**config.mk**
```make
export PLATFORM = sky130hd
export DESIGN_NAME = ct_fadd_norm_round_h
export DESIGN_NICKNAME = d
export VERILOG_FILES = /design/src/rtl/ct_fadd_h_pkg.sv /design/src/rtl/ct_fadd_lzd_h.sv /design/src/rtl/ct_fadd_ohsel_h.sv /design/src/rtl/ct_fadd_norm_round_h.sv
export SDC_FILE = /design/constraint.sdc
export NUM_CORES = 1
export LEC_CHECK = 0
export CORE_ASPECT_RATIO = 1.5
export CORE_MARGIN = 3
export CORE_UTILIZATION = 55
export DETAILED_ROUTE_END_ITERATION = 12
export PLACE_DENSITY = 0.78
export SLEW_MARGIN = 20
export SYNTH_ARGS = -nofsm -noshare
export SYNTH_HDL_FRONTEND = slang
export SYNTH_HIERARCHICAL = 1
export SYNTH_SLANG_ARGS = --single-unit
```
**constraint.sdc**
```tcl
create_clock -name cpuclk -period 4.9 [get_ports cpuclk]
set_input_delay 0.98 -clock cpuclk [delete_from_list [all_inputs] [get_ports cpuclk]]
set_output_delay 0.98 -clock cpuclk [all_outputs]
set_load 0.005 [all_outputs]
```
**src/rtl/ct_fadd_h_pkg.sv**
```systemverilog
// Shared FP16 adder definitions: rounding modes, field widths, constants,
// the stage-1 bundle and a one-hot to shift-amount helper.
package ct_fadd_h_pkg;

    localparam int EXP_W  = 5;
    localparam int FRAC_W = 10;
    localparam int MANT_W = 12;

    localparam logic [15:0] FP16_INF  = 16'h7C00;
    localparam logic [15:0] FP16_MAXN = 16'h7BFF;

    typedef enum logic [2:0] {
        RM_RNE = 3'd0,
        RM_RTZ = 3'd1,
        RM_RDN = 3'd2,
        RM_RUP = 3'd3,
        RM_RMM = 3'd4
    } rm_e;

    typedef struct packed {
        logic [MANT_W-1:0] mant;
        logic              sticky;
        logic [EXP_W:0]    expnt;
        logic [MANT_W-1:0] onehot;
        logic              den;
        logic              sign;
        logic              eff_sub;
        logic [2:0]        rm;
    } s1_t;

    function automatic logic [3:0] oh2amt(input logic [MANT_W-1:0] oh);
        oh2amt = '0;
        for (int i = 0; i < MANT_W; i++)
            if (oh[i]) oh2amt = 4'(MANT_W - 1 - i);
    endfunction

endpackage

```
**src/rtl/ct_fadd_lzd_h.sv**
```systemverilog
// Leading-one detector for the 12-bit significand; the shift is clamped
// so the exponent never drops below 1, flagging a denormal result.
module ct_fadd_lzd_h
    import ct_fadd_h_pkg::*;
(
    input  logic [MANT_W-1:0] i_mant,
    input  logic [EXP_W-1:0]  i_expnt,
    output logic [MANT_W-1:0] o_onehot,
    output logic              o_den
);

    logic [3:0]       w_pos;
    logic             w_any;
    logic [3:0]       w_shift;
    logic [EXP_W-1:0] w_limit;

    always_comb begin
        w_pos = '0;
        w_any = 1'b0;
        for (int i = 0; i < MANT_W; i++) begin
            if (i_mant[i]) begin
                w_pos = 4'(i);
                w_any = 1'b1;
            end
        end
        w_shift  = 4'd11 - w_pos;
        w_limit  = (i_expnt == '0) ? '0 : i_expnt - 5'd1;
        o_onehot = '0;
        o_den    = 1'b0;
        if (w_any) begin
            if ({1'b0, w_shift} > w_limit) begin
                o_onehot[4'd11 - w_limit[3:0]] = 1'b1;
                o_den = 1'b1;
            end else begin
                o_onehot[w_pos] = 1'b1;
            end
        end
    end

endmodule

```
**src/rtl/ct_fadd_ohsel_h.sv**
```systemverilog
// One-hot shift selector: left shift by (11 - position of the set bit),
// zero-filling from below; an all-zero select yields zero.
module ct_fadd_ohsel_h
    import ct_fadd_h_pkg::*;
(
    input  logic [MANT_W-1:0] i_data,
    input  logic [MANT_W-1:0] i_onehot,
    output logic [MANT_W-1:0] o_data
);

    always_comb begin
        o_data = '0;
        for (int k = 0; k < MANT_W; k++)
            if (i_onehot[MANT_W-1-k]) o_data = o_data | (i_data << k);
    end

endmodule

```
**src/rtl/ct_fadd_norm_round_h.sv**
```systemverilog
// FP16 adder back end: stage 1 leading-one/limit detect, stage 2
// shift, round, overflow/underflow handling and pack.
module ct_fadd_norm_round_h
    import ct_fadd_h_pkg::*;
(
    input  logic        cpuclk,
    input  logic        cpurst_b,
    input  logic        pipe_stall,
    input  logic        pipe_flush,
    input  logic        in_vld,
    input  logic        in_sign,
    input  logic        in_eff_sub,
    input  logic [4:0]  in_expnt,
    input  logic [12:0] in_mant,
    input  logic        in_sticky,
    input  logic [2:0]  in_rm,
    output logic        out_vld,
    output logic [15:0] out_result,
    output logic [2:0]  out_flags
);

    logic              r_s1_vld;
    logic              r_s2_vld;
    s1_t               r_s1;
    logic [15:0]       r_res;
    logic [2:0]        r_flags;

    s1_t               w_s1_nxt;
    logic [MANT_W-1:0] w_lzd_oh;
    logic              w_lzd_den;

    ct_fadd_lzd_h u_lzd (
        .i_mant   (in_mant[11:0]),
        .i_expnt  (in_expnt),
        .o_onehot (w_lzd_oh),
        .o_den    (w_lzd_den)
    );

    // A carry-out is a 1-bit right shift; bit 0 folds into sticky.
    always_comb begin
        w_s1_nxt         = '0;
        w_s1_nxt.sign    = in_sign;
        w_s1_nxt.eff_sub = in_eff_sub;
        w_s1_nxt.rm      = in_rm;
        if (in_mant[12]) begin
            w_s1_nxt.mant   = in_mant[12:1];
            w_s1_nxt.sticky = in_sticky | in_mant[0];
            w_s1_nxt.expnt  = {1'b0, in_expnt} + 6'd1;
            w_s1_nxt.onehot = 12'h800;
            w_s1_nxt.den    = 1'b0;
        end else begin
            w_s1_nxt.mant   = in_mant[11:0];
            w_s1_nxt.sticky = in_sticky;
            w_s1_nxt.expnt  = {1'b0, in_expnt};
            w_s1_nxt.onehot = w_lzd_oh;
            w_s1_nxt.den    = w_lzd_den;
        end
    end

    logic [MANT_W-1:0] w_sh;
    logic [EXP_W:0]    w_exp;
    logic [EXP_W:0]    w_expr;
    logic [MANT_W-1:0] w_rnd;
    logic [FRAC_W-1:0] w_frac;
    logic              w_g;
    logic              w_inc;
    logic              w_den_out;
    logic              w_ovf;
    logic              w_nx;
    logic              w_big;
    logic [15:0]       w_res;
    logic [2:0]        w_flg;

    ct_fadd_ohsel_h u_sel (
        .i_data   (r_s1.mant),
        .i_onehot (r_s1.onehot),
        .o_data   (w_sh)
    );

    always_comb begin
        w_exp = r_s1.expnt - {2'b00, oh2amt(r_s1.onehot)};
        w_g   = w_sh[0];
        unique case (r_s1.rm)
            RM_RTZ:  w_inc = 1'b0;
            RM_RDN:  w_inc = r_s1.sign & (w_g | r_s1.sticky);
            RM_RUP:  w_inc = ~r_s1.sign & (w_g | r_s1.sticky);
            RM_RMM:  w_inc = w_g;
            default: w_inc = w_g & (r_s1.sticky | w_sh[1]);
        endcase
        w_rnd = {1'b0, w_sh[11:1]} + {11'b0, w_inc};
        // A denormal whose rounding reaches the hidden bit becomes exp 1.
        if (r_s1.den) begin
            w_expr    = {5'b0, w_rnd[10]};
            w_frac    = w_rnd[9:0];
            w_den_out = ~w_rnd[10];
        end else if (w_rnd[11]) begin
            w_expr    = w_exp + 6'd1;
            w_frac    = w_rnd[10:1];
            w_den_out = 1'b0;
        end else begin
            w_expr    = w_exp;
            w_frac    = w_rnd[9:0];
            w_den_out = 1'b0;
        end
        w_ovf = w_expr >= 6'd31;
        w_nx  = w_g | r_s1.sticky | w_ovf;
        w_big = (r_s1.rm == RM_RTZ)
              | ((r_s1.rm == RM_RDN) & ~r_s1.sign)
              | ((r_s1.rm == RM_RUP) & r_s1.sign);
        if (r_s1.onehot == '0) begin
            w_res = {r_s1.eff_sub ? (r_s1.rm == RM_RDN) : r_s1.sign, 15'h0};
            w_flg = 3'b000;
        end else if (w_ovf) begin
            w_res = (w_big ? FP16_MAXN : FP16_INF) | {r_s1.sign, 15'h0};
            w_flg = 3'b101;
        end else begin
            w_res = {r_s1.sign, w_expr[4:0], w_frac};
            w_flg = {1'b0, w_den_out & w_nx, w_nx};
        end
    end

    always_ff @(posedge cpuclk or negedge cpurst_b) begin
        if (!cpurst_b) begin
            r_s1_vld <= 1'b0;
            r_s2_vld <= 1'b0;
        end else if (pipe_flush) begin
            r_s1_vld <= 1'b0;
            r_s2_vld <= 1'b0;
        end else if (!pipe_stall) begin
            r_s1_vld <= in_vld;
            r_s2_vld <= r_s1_vld;
        end
    end

    always_ff @(posedge cpuclk or negedge cpurst_b) begin
        if (!cpurst_b) begin
            r_s1    <= '0;
            r_res   <= '0;
            r_flags <= '0;
        end else if (!pipe_stall) begin
            if (in_vld)
                r_s1 <= w_s1_nxt;
            if (r_s1_vld) begin
                r_res   <= w_res;
                r_flags <= w_flg;
            end
        end
    end

    assign out_vld    = r_s2_vld;
    assign out_result = r_res;
    assign out_flags  = r_flags;

endmodule

```
==> reports/metrics.csv <==
stage,metric,value,unit
detailed_routing,routed wl met2,6070,µm
synthesis,sequential area share after synthesis,0.308,
detailed_routing,# DRC,0,
placement,GP Congestion,0.894,
floorplan,Initial Util,0.578,
sta,Rel. slew slack,0.371,
grt,largest net degree at the start of global routing,60,
detailed_routing,DR WL/cell,16.2,µm
clock_network,H-tree levels,3,
grt,first-pass GRT wire length,19000,µm
worst_setup_path,Crit path depth,15,
worst_setup_path,"slowest stage delay, CP",630,ps
detailed_routing,M1 WL,4360,µm
sta,final hold vios,0,
synthesis,main area contributors after synthesis,"dfrtp_1, ha_1, nand2_1",
floorplan,DIE AREA,0.00974,mm²
finish,Syn-to-layout area delta,15.9,%
sta,Final period util,0.775,
synthesis,Mean Syn Cell Area,8.57,µm²
worst_setup_path,worst-path cell chain,clkdlybuf4s50_1 -> inv_1 -> ha_1 -> nor3b_1 -> o21ai_1 -> inv_1 -> ha_1 -> a21oi_1 -> nor2b_1 -> o311ai_2 -> buf_4 -> o211ai_1 -> a21oi_1 -> nand2b_1 -> o21ai_0,
clock_network,Post-CTS Resized,0,
synthesis,synthesized cell area,0.00472,mm²
clock_network,cts hold-fix bufs,0,
clock_network,# Post-CTS Setup Buffers,0,
worst_setup_path,CP startpoint kind,input port,
detailed_routing,Highest Signal Layer,met4,
floorplan,height of the die,119,µm
placement,hpwl dp,8390,µm
synthesis,biggest area consumer among synthesized cells,dfrtp_1,
worst_setup_path,Setup crit end kind,flip-flop,
clock_network,CTS max path bufs,2,
worst_setup_path,CP top delay family,compound AO/OA/AOI/OAI gates,
placement,cell count after placement,677,
power,Power per Cell Area,333,mW/mm²
finish,Fillers,685,
outcome,status,"finished, final reports clean",
floorplan,Core ar.,0.00816,mm²
sta,Tightest Pin Transition,943,ps
synthesis,net count after synthesis,600,
worst_setup_path,slowest CP cell,clkdlybuf4s50_1,
synthesis,post-synth top area share,0.308,
worst_setup_path,Buf/Inv on CP,4,
synthesis,count of cell types in the netlist,73,
floorplan,Chip Width,81.6,µm
synthesis,post-synthesis sequential element count,58,
detailed_routing,drt pass-1 iters,5,
job,max cap viols,0,
finish,Nets,633,
sta,clock period minus worst slack,3800,ps
worst_setup_path,R2R cell count,17,
grt,total gr overflow,0,
worst_hold_path,hold path cells,2,
sta,hold slack,472,ps
grt,number of global-route vias before repair,4172,
sta,max-slew violation count,0,
synthesis,"count leader, synth",nand2_1,
grt,initial antenna violation count,0,
clock_network,latest clock arrival within the worst-skew pair,330,ps
detailed_routing,DR iter-0 viols,335,
synthesis,Most used DFF post-synth,dfrtp_1,
worst_setup_path,CP arrival,4030,ps
finish,post-route cell area,0.00547,mm²
power,Pwr Total,0.00182,W
sta,TNS Setup,0,ps
finish,n_diodes,0,
clock_network,CTS root buf,clkbuf_16,
synthesis,Ys Warns,6,
worst_hold_path,HP Class,flip-flop to flip-flop,
synthesis,Post-Synthesis Cells,550,
synthesis,commonest cells in the netlist,"nand2_1, dfrtp_1, o21ai_0",
clock_network,Worst-path clk slew,50,ps
finish,Non-Filler Instances,692,
clock_network,CTS tree,built,
finish,layout cell share with drive strength beyond 1,0.0852,
power,Leakage,2.24,nW
detailed_routing,final WL,11200,µm
worst_setup_path,Crit Path Class,input port to flip-flop,
sta,RSZ-0062 raised after global routing,no,
placement,Port Buffer Count,48,
synthesis,"EDFF count, synth",0,
sta,# setup viols final,0,
detailed_routing,vias after detailed routing,4265,
clock_network,clk sinks,58,
detailed_routing,WL met3,395,µm
clock_network,cts bufs inserted,9,
floorplan,num rows,40,
detailed_routing,Antenna Nets Post-Route,0,
detailed_routing,Via-to-Cell Ratio,6.16,
worst_setup_path,Critical Path RT,5130,ps
sta,clock skew,6.35,ps
placement,dpl cell area,0.00517,mm²
sta,Fmax,263,MHz
synthesis,Async SR Flop Fraction,1.00,
power,Worst VDD drop,0.229,mV
worst_setup_path,crit path max fanout,13,
grt,GRT Overall Usage,0.245,
floorplan,I/O pin total,49,
-- placed cells by master (no fill, tap or decap), types with 3 or more instances in the layout --
cell,instances
nand2_1,64
dfrtp_1,58
clkdlybuf4s50_1,46
o21ai_0,41
nor2_1,33
nand3_1,30
a21oi_1,28
ha_1,20
nand2b_1,19
inv_1,18
a22oi_1,18
mux2i_1,16
xor2_1,12
nand4_1,11
a22o_1,11
nor2b_1,9
clkbuf_16,9
nor3_1,8
o211ai_1,8
nand3b_1,7
nor4_1,6
mux2_2,6
xnor2_1,6
and3_1,5
o21ai_1,5
buf_4,5
a222oi_1,5
o31ai_1,4
and2_1,4
or3_1,4
o311ai_1,4
a221oi_1,4
o21bai_1,3
and4_1,3
a311oi_1,3
nor3_2,3
clkbuf_8,3
-- kinds of logic after synthesis --
| logic type | after synthesis | synth area share |
|---|---|---|
| xor+xnor | 19 | 0.0369 |
| flops | 58 | 0.308 |
| buf+inv | 49 | 0.0557 |
| fa+ha+maj | 21 | 0.0573 |
| compound gates | 160 | 0.240 |
| simple gates | 221 | 0.254 |
| mux | 22 | 0.0483 |
-- layout make-up --
| cell class | instances | area [µm²] | share of cell area |
|---|---|---|---|
| tap | 105 | 131 | 0.0240 |
| clock buffer | 13 | 270 | 0.0494 |
| inverter | 18 | 67.6 | 0.0124 |
| sequential | 58 | 1450 | 0.265 |
| timing repair buffer | 53 | 508 | 0.0929 |
| clock inverter | 2 | 35.0 | 0.00641 |
| multi-input combinational | 443 | 3000 | 0.549 |
-- worst min-delay path, cell delays in order, from the launching register on --
cell and delay, ps:
dfrtp_1 330, nand2_1 40, o21ai_0 60
-- registers in the layout, summed over array words and instances, names as in the netlist --
name	cells
r_s1	37
out_result	16
out_flags	3
out_vld	1
r_s1_vld	1
-- through the flow --
step	util	setup WS, ps
2_1_floorplan	-	1610
3_3_place_gp	0.633	888
3_5_place_dp	0.633	774
4_1_cts	0.671	1120
5_1_grt	0.670	847
6_report	0.670	1100
-- final timing paths --
kind | startpoint | slack [ps] | to
worst max-delay path | in_expnt[0] | 1100 | r_s1[7]
worst min-delay path | out_result[15] | 470 | out_result[15]
max in group asynchronous | cpurst_b | 3620 | out_result[12]
worst max register to register | r_s1[7] | 1150 | out_result[0]
worst min register to register | out_result[15] | 470 | out_result[15]
min in group asynchronous | cpurst_b | 770 | out_result[11]
-- report_power, final --
part | total [W] | switching (W) | internal (W) | leakage [nW]
logic | 0.000547 | 0.000281 | 0.000266 | 1.34
clock network | 0.000630 | 0.000200 | 0.000430 | 0.152
registers | 0.000642 | 0.0000859 | 0.000556 | 0.748
total | 0.00182 | 0.000567 | 0.00125 | 2.24
-- layer usage --
layer | GRT usage | vias up
li1 | - | 2120
met1 | 0.262 | 2002
met2 | 0.440 | 112
met3 | 0.0439 | 31
met4 | 0.128 | 0
met5 | 0 | -
No activity file was read; power rests on OpenSTA's default activity.
